## config.mk

```make
export PLATFORM = sky130hd
export DESIGN_NAME = reg_scoreboard
export DESIGN_NICKNAME = d
export VERILOG_FILES = /design/src/rtl/reg_sb_pkg.sv /design/src/rtl/reg_sb_counter.sv /design/src/rtl/reg_scoreboard.sv
export SDC_FILE = /design/constraint.sdc
export NUM_CORES = 1
export LEC_CHECK = 0
export ABC_CLOCK_PERIOD_IN_PS = 15200
export CORE_MARGIN = 1.5
export CORE_UTILIZATION = 45
export DETAILED_ROUTE_END_ITERATION = 10
export REMOVE_ABC_BUFFERS = 1
export SETUP_SLACK_MARGIN = 0.02
export SLEW_MARGIN = 20
export SYNTH_ARGS = -nofsm -noshare
export SYNTH_HDL_FRONTEND = slang
export SYNTH_SLANG_ARGS = --single-unit
```

## constraint.sdc

```tcl
create_clock -name clk -period 15.2 [get_ports clk]
set_input_delay 3.04 -clock clk [delete_from_list [all_inputs] [get_ports clk]]
set_output_delay 3.04 -clock clk [all_outputs]
set_load 0.005 [all_outputs]
```

## src/rtl/reg_sb_pkg.sv

```systemverilog
// Shared types and constants for the issue-side register scoreboard.
package reg_sb_pkg;

   localparam int unsigned SB_CNT_WIDTH = 2;
   localparam int unsigned NUM_GPR      = 32;
   localparam int unsigned SB_CNT_MAX   = (1 << SB_CNT_WIDTH) - 1;

   typedef logic [4:0]              regaddr_t;
   typedef logic [SB_CNT_WIDTH-1:0] sb_cnt_t;

   typedef struct packed {
      logic           valid;
      regaddr_t [1:0] src;
      regaddr_t       dst;
      logic           dst_en;
   } issue_slot_t;

endpackage

```

## src/rtl/reg_sb_counter.sv

```systemverilog
// Pending-write counter for one architectural register; clamps at zero on over-retire.
module reg_sb_counter #(
   parameter int unsigned CNT_WIDTH = 2
) (
   input  logic                 clk,
   input  logic                 rst_n,
   input  logic [1:0]           inc,
   input  logic [1:0]           dec,
   input  logic                 flush,
   output logic [CNT_WIDTH-1:0] count,
   output logic                 busy,
   output logic                 underflow
);

   logic [CNT_WIDTH-1:0] count_q, count_d;
   logic [CNT_WIDTH:0]   sum, dec_w;

   always_comb begin
      sum       = {1'b0, count_q} + (CNT_WIDTH+1)'(inc);
      dec_w     = (CNT_WIDTH+1)'(dec);
      // Retires in a flush cycle are discarded, so they cannot underflow.
      underflow = !flush && (dec_w > sum);
      count_d   = underflow ? '0 : CNT_WIDTH'(sum - dec_w);
   end

   always_ff @(posedge clk) begin
      if (!rst_n) begin
         count_q <= '0;
      end else if (flush) begin
         count_q <= '0;
      end else begin
         count_q <= count_d;
      end
   end

   assign count = count_q;
   assign busy  = (count_q != '0);

endmodule

```

## src/rtl/reg_scoreboard.sv

```systemverilog
// 2-wide in-order issue scoreboard: gates issue on RAW/WAW hazards, retires on writeback.
module reg_scoreboard
   import reg_sb_pkg::*;
#(
   parameter int unsigned CNT_WIDTH = SB_CNT_WIDTH,
   parameter int unsigned NUM_SLOT  = 2
) (
   input  logic                               clk,
   input  logic                               rst_n,
   input  logic [NUM_SLOT-1:0]                issue_valid_i,
   input  logic [NUM_SLOT-1:0][1:0][4:0]      issue_src_i,
   input  logic [NUM_SLOT-1:0][4:0]           issue_dst_i,
   input  logic [NUM_SLOT-1:0]                issue_dst_en_i,
   output logic [NUM_SLOT-1:0]                issue_ready_o,
   input  logic [1:0]                         wb_en_i,
   input  logic [1:0][4:0]                    wb_addr_i,
   input  logic                               flush_i,
   output logic [NUM_GPR-1:0]                 busy_o,
   output logic                               err_o
);

   localparam logic [CNT_WIDTH-1:0] CntMax = '1;

   issue_slot_t          slot [NUM_SLOT];
   logic [CNT_WIDTH-1:0] cnt [NUM_GPR];
   logic [NUM_GPR-1:0]   underflow;
   logic [NUM_SLOT-1:0]  fire, src_free;
   logic                 same_dst, sat0, sat1, raw1;
   logic [CNT_WIDTH:0]   pend1;
   logic                 err_q;

   always_comb begin
      for (int k = 0; k < NUM_SLOT; k++) begin
         slot[k].valid  = issue_valid_i[k];
         slot[k].src    = issue_src_i[k];
         slot[k].dst    = issue_dst_i[k];
         slot[k].dst_en = issue_dst_en_i[k];
      end
   end

   always_comb begin
      for (int k = 0; k < NUM_SLOT; k++) begin
         src_free[k] = 1'b1;
         for (int j = 0; j < 2; j++) begin
            if (slot[k].src[j] != '0 && cnt[slot[k].src[j]] != '0) src_free[k] = 1'b0;
         end
      end
      raw1 = 1'b0;
      for (int j = 0; j < 2; j++) begin
         if (slot[0].dst_en && slot[1].src[j] != '0 && slot[1].src[j] == slot[0].dst) raw1 = 1'b1;
      end
      sat0     = slot[0].dst_en && slot[0].dst != '0 && cnt[slot[0].dst] == CntMax;
      // Slot 1 sees the increment slot 0 is about to add to the same register.
      same_dst = slot[0].dst_en && slot[1].dst == slot[0].dst;
      pend1    = {1'b0, cnt[slot[1].dst]} + {{CNT_WIDTH{1'b0}}, same_dst};
      sat1     = slot[1].dst_en && slot[1].dst != '0 && pend1 >= {1'b0, CntMax};

      issue_ready_o[0] = !flush_i && src_free[0] && !sat0;
      fire[0]          = slot[0].valid && issue_ready_o[0];
      issue_ready_o[1] = fire[0] && !flush_i && src_free[1] && !sat1 && !raw1;
      fire[1]          = slot[1].valid && issue_ready_o[1];
   end

   assign cnt[0]       = '0;
   assign busy_o[0]    = 1'b0;
   assign underflow[0] = 1'b0;

   for (genvar r = 1; r < NUM_GPR; r++) begin : g_cnt
      logic [1:0] inc, dec;

      always_comb begin
         inc = '0;
         dec = '0;
         for (int k = 0; k < 2; k++) begin
            if (fire[k] && slot[k].dst_en && slot[k].dst == regaddr_t'(r)) inc = inc + 2'd1;
            if (wb_en_i[k] && wb_addr_i[k] == regaddr_t'(r)) dec = dec + 2'd1;
         end
      end

      reg_sb_counter #(
         .CNT_WIDTH (CNT_WIDTH)
      ) u_cnt (
         .clk       (clk),
         .rst_n     (rst_n),
         .inc       (inc),
         .dec       (dec),
         .flush     (flush_i),
         .count     (cnt[r]),
         .busy      (busy_o[r]),
         .underflow (underflow[r])
      );
   end

   always_ff @(posedge clk) begin
      if (!rst_n) begin
         err_q <= 1'b0;
      end else if (|underflow) begin
         err_q <= 1'b1;
      end
   end

   assign err_o = err_q;

endmodule

```

==> metrics.cfg, run 1 <==
[cts]
clk_pin_slew_ns = 0.06
clkSinkCount = 63
post_cts_resized = 0
cts_hold_buf = 0
cts_tree = built
cts-root-buf = clkbuf_16
htreeDepth = 3
numCtsBuffers = 9
clock_path_buffers = 2
insertion_delay_ns = 0.35
post_cts_buffers = 0

[yosys]
synth_area_leader_cell = ha_1
synth.distinct_cells = 61
synth_warnings = 0
synth_edf_count = 0
yosysSeqAreaShare_pct = 12.68
synthTopCellsByArea = ha_1 (24%), dfxtp_1 (13%), mux4_2 (9.7%)
ys_seq_elements = 63
yosys_most_used_dff = dfxtp_1
netlist.area_leader.share_pct = 23.65
async_flop_share_pct = 0
netlist_instances = 1228
synth.cell_area_um2 = 9946
syn-mean-instance-area_um2 = 8.099

[hold_path]
min_delay_path_depth = 3
min_path_type = reg2reg
min_from = err_o
hold_end = err_o

[layout]
post-route-cell-area_um2 = 10940
utilization_pct = 50.29
area_growth_pct = 10.01
multi_input_area_um2 = 7470
drive_above_1_share_pct = 6.758
diodes = 0
layout.nets = 1508
seqCellArea_um2 = 1261
n_fill_cell = 2121

[critical_path]
path_class = in2out
cp_slowest_stage_delay_ns = 1.08
endpoint_kind = output pin
crit_required_ns = 12.16
cp.arrival_ns = 7.72
path_cells = clkdlybuf4s50_1 -> mux2_2 -> a22o_1 -> mux4_2 -> mux2_2 -> ha_1 -> ha_1 -> a21o_1 -> o311ai_0 -> nand2_1 -> or4_1 -> buf_4 -> nor2_1 -> clkdlybuf4s50_1
critPathSlowestCell = clkdlybuf4s50_1
r2r-start = g_cnt[13].u_cnt.count[0]
r2r-end = err_o
rr_worst_depth = 21
start_kind = input port
crit_path_max_fanout = 32
ff2ff_setup_slack_ns = 8.67

[placement]
gp_congestion = 0.9734
place_hpwl_um = 27150
dp_slack_ns = 4.215
io_buffers = 82
dpl_cell_area_um2 = 10680

[timing]
fin_tns_setup_ns = 0
fin_crit_ns = 10.76
rsz0062_at_grt = false
max_freq_ghz = 0.09298
period_share_pct = 70.76
finalClockSkew_ns = 0.009791
slew_viol_final = 0
hold_slack_ns = 0.7248
setup_slack_ns = 4.445
slew_headroom_pct = 29.77
hold_viol = 0
setup_viol = 0
tightestPinTransition_ns = 1.050

[route]
highest_layer = met4
met2_length_um = 14960
met3_length_um = 3031
via_per_inst = 5.938
drt_iter0_markers = 797
wirelength_um = 33930
via_count = 9044
met1_length_um = 14100
ant_nets = 0
firstDrtPassIters = 5
wl_per_cell_um = 22.28
drc = 0

[power]
cellPowerDensity_nw_per_um2 = 45.43
p_sw_share_pct = 33.18
clkPwrFrac_pct = 40.2
seqPwrFrac_pct = 34.4
cellLeakagePower_uw = 0.004489
power_frac_comb_pct = 25.4
power.ir.vdd_worst_v = 0.00003775
p_switching_uw = 164.9
p_int_uw = 332.1

[die]
coreArea_um2 = 21760
row_count = 54
start_util_pct = 45.72
die_area_um2 = 23000
ios = 84
die_w_um = 151.7
dieHeight_um = 151.7

[grt]
grt_pass1_vias = 8568
grt_pass1_wl_um = 51150
grt_max_degree = 34
overflow = 0
track_usage_pct = 30.49
antenna_found_initial = 0

[job]
drv_cap = 0

[outcome]
outcome = complete, no violations

-- layer usage --
layer,GRT usage [%],vias up
met1,40.16,4256
met2,48.17,470
li1,-,4208
met3,5.329,110
met5,0,-
met4,14.81,0
-- layout by cell type, fill, tap and decap left out, drive strengths merged, types with 11 or more instances in the layout --
cell type | netlist | routed
nor2b | 44 | 44
o2111ai | 32 | 32
xor2 | 35 | 35
nor4 | 50 | 50
nor3 | 31 | 31
nand4 | 16 | 16
nor2 | 164 | 164
ha | 188 | 188
nand2b | 11 | 11
inv | 191 | 191
nand3 | 25 | 25
dfxtp | 63 | 63
nand2 | 102 | 102
o21ai | 14 | 14
clkbuf | 33 | 13
mux4 | 45 | 45
fa | 31 | 31
clkdlybuf4s50 | 0 | 81
-- power by group through the flow --
stage	Clock, uW	Combinational [uW]	Sequential [uW]
floorplan	0	60.4	173
global placement	0	122	175
detailed placement	0	123	175
CTS	202	123	171
global route	207	135	171
finish	200	126	171
-- Yosys cell counts, types with 4 or more instances --
library cell and n:
mux4_2 43, o2111ai_1 32, a2111oi_0 8, nor4_1 47, a211oi_1 7, xor2_1 35
buf_6 4, inv_1 187, ha_1 188, a21oi_1 8, or3_1 7, nand4_1 16
nor2b_1 44, buf_4 33, fa_1 31, mux2_2 5, or2_2 4, o211ai_1 8
nand2_1 102, nand2b_1 11, xnor2_1 9, nor2_1 164, buf_2 11, clkbuf_1 33
nand3_1 25, buf_1 8, dfxtp_1 63, o21ai_0 13, nor3_1 31
-- state kept, by name, summed over array words and instances (netlist names) --
| register | cells |
|---|---|
| err_o | 1 |
| g_cnt.u_cnt.count | 62 |
-- how the worst max path moves through the flow --
stage	from	end	slack, ns
after floorplan	issue_dst_i[5]	issue_ready_o[1]	6.07
after global placement	issue_dst_i[5]	issue_ready_o[1]	4.25
after detailed placement	issue_dst_i[5]	issue_ready_o[1]	4.21
after CTS	issue_dst_i[5]	issue_ready_o[1]	4.19
after global routing	issue_dst_i[6]	issue_ready_o[1]	4.27
final	issue_dst_i[6]	issue_ready_o[1]	4.44
-- cell type report --
cell class / instances / share of cell area [%]
Tap cell: 280 / 3.202
Sequential cell: 63 / 11.53
Multi-Input combinational cell: 885 / 68.27
Clock buffer: 13 / 2.379
Clock inverter: 1 / 0.04574
Inverter: 191 / 6.575
Timing Repair Buffer: 90 / 8.005
-- critical path: cells and delay by family --
kind | cells | cell delay, ns
buffers and inverters | 3 | 1.87
and+or+nand+nor | 3 | 0.74
muxes | 3 | 1.15
AOI/OAI and AO/OA | 3 | 0.45
adders and majority gates | 2 | 0.44
-- stage by stage --
step	power (uW)	std cells
floorplan	233.1	1139
global placement	296.8	1509
detailed placement	297.3	1509
CTS	496.2	1523
global route	513.4	1523
finish	497.0	1523
-- kinds of logic (layout without fill, tap and decap cells) --
kind of cell	count (synthesis)	in the layout	share of synthesized area [%]
compound gates	102	102	7.863
xor+xnor	44	44	3.875
fa+ha+maj	219	219	29.89
buf+inv	280	295	12.28
flops	63	63	12.68
mux	53	53	11.13
other cells	1	1	0.03770
simple gates	466	466	22.24
(Power assumes the default switching activity.)
==> run 2, diff against run 1 <==
--- a/config.mk
+++ b/config.mk
@@ -5,10 +5,11 @@
 export SDC_FILE = /design/constraint.sdc
 export NUM_CORES = 1
 export LEC_CHECK = 0
-export ABC_CLOCK_PERIOD_IN_PS = 15200
+export ABC_CLOCK_PERIOD_IN_PS = 9400
 export CORE_MARGIN = 1.5
 export CORE_UTILIZATION = 45
 export DETAILED_ROUTE_END_ITERATION = 10
+export PLACE_DENSITY = 0.67
 export REMOVE_ABC_BUFFERS = 1
 export SETUP_SLACK_MARGIN = 0.02
 export SLEW_MARGIN = 20
==> constraint.sdc (replaced) <==
create_clock -name clk -period 9.4 [get_ports clk]
set_input_delay 1.88 -clock clk [delete_from_list [all_inputs] [get_ports clk]]
set_output_delay 1.88 -clock clk [all_outputs]
set_load 0.005 [all_outputs]
==> metrics.cfg, run 2 (same netlist as run 1, synthesis figures left out) <==
[die]
dieHeight_um = 151.7  ; unchanged
coreArea_um2 = 21760  ; unchanged
start_util_pct = 45.72  ; unchanged
die_w_um = 151.7  ; unchanged
die_area_um2 = 23000  ; unchanged
row_count = 54  ; unchanged
ios = 84  ; unchanged

[layout]
layout.nets = 1514  ; was 1,508
post-route-cell-area_um2 = 11030  ; was 10,940 um^2
n_fill_cell = 2082  ; was 2,121
multi_input_area_um2 = 7477  ; was 7470 um^2
mostFrequentLayoutCells = ha_1 (188), inv_1 (187), nor2_1 (164), nand2_1 (102), clkdlybuf4s50_1 (82)  ; was ha_1 (188), inv_1 (187), nor2_1 (164), nand2_1 (102), clkdlybuf4s50_1 (81)
drive_above_1_share_pct = 7.440  ; was 6.758%
layout_commonest_cell = ha_1  ; unchanged
seqCellArea_um2 = 1261  ; unchanged
largest_register_ff_count = 62  ; unchanged
area_growth_pct = 10.91  ; was 10.01%
diodes = 0  ; unchanged

[critical_path]
crit_required_ns = 9.61  ; was 12.16 ns
cp_slowest_stage_delay_ns = 0.57  ; was 1.08 ns
path_cells = clkdlybuf4s50_1 -> buf_12 -> mux4_1 -> mux4_2 -> mux2_2 -> ha_1 -> ha_1 -> a21o_1 -> o311ai_0 -> nand2_1 -> or4_1 -> buf_4 -> nor4_1 -> ha_1 -> ha_1 -> inv_1 -> fa_1 -> ha_1 -> nor2b_1 -> o2111ai_1 -> nand4_1 -> nor4_1 -> buf_4 -> a21boi_0  ; was clkdlybuf4s50_1 -> mux2_2 -> a22o_1 -> mux4_2 -> mux2_2 -> ha_1 -> ha_1 -> a21o_1 -> o311ai_0 -> nand2_1 -> or4_1 -> buf_4 -> nor2_1 -> clkdlybuf4s50_1
endpoint_kind = flop  ; was output pin
crit_top_cell = ha_1
cp.arrival_ns = 8.57  ; was 7.72 ns
path_class = in2reg  ; was in2out
start_kind = input port  ; unchanged
cp_top_family = simple AND/OR/NAND/NOR gates  ; was buffers and inverters
critPathSlowestCell = mux4_1  ; was clkdlybuf4s50_1
crit_path_max_fanout = 32  ; unchanged
crit_buf_inv = 5  ; was 3
ff2ff_setup_slack_ns = 2.94  ; was 8.67 ns

[timing]
setup_viol = 0  ; unchanged
fin_tns_setup_ns = 0  ; unchanged
period_share_pct = 88.88
finalClockSkew_ns = 0.01039  ; was 0.009791 ns
tightestPinTransition_ns = 0.9866  ; was 1.050 ns
hold_slack_ns = 0.8340  ; was 0.7248 ns
fin_crit_ns = 8.354
max_freq_ghz = 0.1197
hold_viol = 0  ; unchanged
rsz0062_at_grt = false  ; unchanged
slew_viol_final = 0  ; unchanged
slew_headroom_pct = 34.09  ; was 29.77%

[cts]
cts-root-buf = clkbuf_16  ; unchanged
htreeDepth = 3  ; unchanged
clock_path_buffers = 2  ; unchanged
cts_hold_buf = 0  ; unchanged
clkSinkCount = 63  ; unchanged
post_cts_resized = 0  ; unchanged
insertion_delay_ns = 0.35  ; about the same
cts_tree = built  ; unchanged
post_cts_buffers = 0  ; unchanged
numCtsBuffers = 9  ; unchanged
clk_pin_slew_ns = 0.06  ; about the same

[power]
p_sw_share_pct = 33.11  ; was 33.18%
power_uw = 820.2  ; was 497.0 uW
p_int_uw = 548.6  ; was 332.1 uW
cellLeakagePower_uw = 0.004536  ; was 0.004489 uW
seqPwrFrac_pct = 33.8  ; was 34.4%
power_frac_comb_pct = 25.5  ; was 25.4%
power.ir.vdd_worst_v = 0.00007809  ; was 0.00003775 V
cellPowerDensity_nw_per_um2 = 74.36  ; was 45.43 nW/um^2
p_switching_uw = 271.6  ; was 164.9 uW
clkPwrFrac_pct = 40.7  ; was 40.2%

[placement]
io_buffers = 82  ; unchanged
place_hpwl_um = 26820  ; was 27,150 um
dpl_cell_area_um2 = 10740  ; was 10,680 um^2
gp_congestion = 1.025  ; was 0.9734

[grt]
overflow = 0  ; unchanged
grt_util_met1_pct = 39.61  ; was 40.16%
grt_pass1_wl_um = 51550  ; was 51,150 um
grt_pass1_vias = 8885  ; was 8,568
busiest_layer = met2  ; unchanged
groute.layer.met3.usage_pct = 7.725  ; was 5.329%
antenna_found_initial = 0  ; unchanged
track_usage_pct = 30.35  ; was 30.49%
use_met2_pct = 46.88  ; was 48.17%
grt_max_degree = 33  ; was 34

[route]
firstDrtPassIters = 9  ; was 5
via_count = 9382  ; was 9,044
drt_iter0_markers = 930  ; was 797
wl_per_cell_um = 22.12  ; was 22.28 um
via_per_inst = 6.132  ; was 5.938
ant_nets = 0  ; unchanged
wirelength_um = 33850  ; was 33,930 um
drc = 0  ; unchanged

[hold_path]
min_path_type = reg2reg  ; unchanged

[job]
drv_cap = 0  ; unchanged

[outcome]
outcome = complete, no violations  ; unchanged

-- run 2: final timing paths --
kind / from / end / cells past startpoint
max: issue_dst_i[5] / err_o / 24
min: g_cnt[11].u_cnt.count[0] / g_cnt[11].u_cnt.count[0] / 3
max reg2reg: g_cnt[13].u_cnt.count[0] / err_o / 22
min reg2reg: g_cnt[11].u_cnt.count[0] / g_cnt[11].u_cnt.count[0] / 3
-- run 2: power by group through the flow --
stage | Combinational (uW) | Clock [uW] | Sequential [uW]
after floorplan | 97.7 | 0 | 279
after global placement | 201 | 0 | 283
after detailed placement | 202 | 0 | 283
after CTS | 203 | 335 | 277
after global routing | 222 | 347 | 277
final | 209 | 334 | 277
-- run 2: layout make-up --
cell class	instances	area share, %
multi-input cells	885	67.79
flip-flops and latches	63	11.43
repair buffers	96	8.507
inverters	191	6.522
well taps	280	3.176
clock buffers	12	2.416
clock inverters	3	0.1588
-- run 2: per-layer routing --
layer / routed length [um] / vias to the layer above
met3: 4294 / 131
met2: 14480 / 624
met4: 1604 / 0
met5: 0 / -
met1: 13470 / 4416
li1: - / 4211
-- run 2: per-stage QoR --
step	utilization (%)	cells	setup WS, ns
3_5_place_dp	49.38	1515	0.7889
4_1_cts	50.69	1530	1.114
2_1_floorplan	-	1139	2.180
6_report	50.70	1530	1.046
3_3_place_gp	49.38	1515	0.7695
5_1_grt	50.70	1530	0.8004
-- run 2: tightest hold or removal path: stages, from the launching register on --
cell and delay [ns]:
dfxtp_1 0.41, ha_1 0.18, ha_1 0.15, nor2_1 0.05
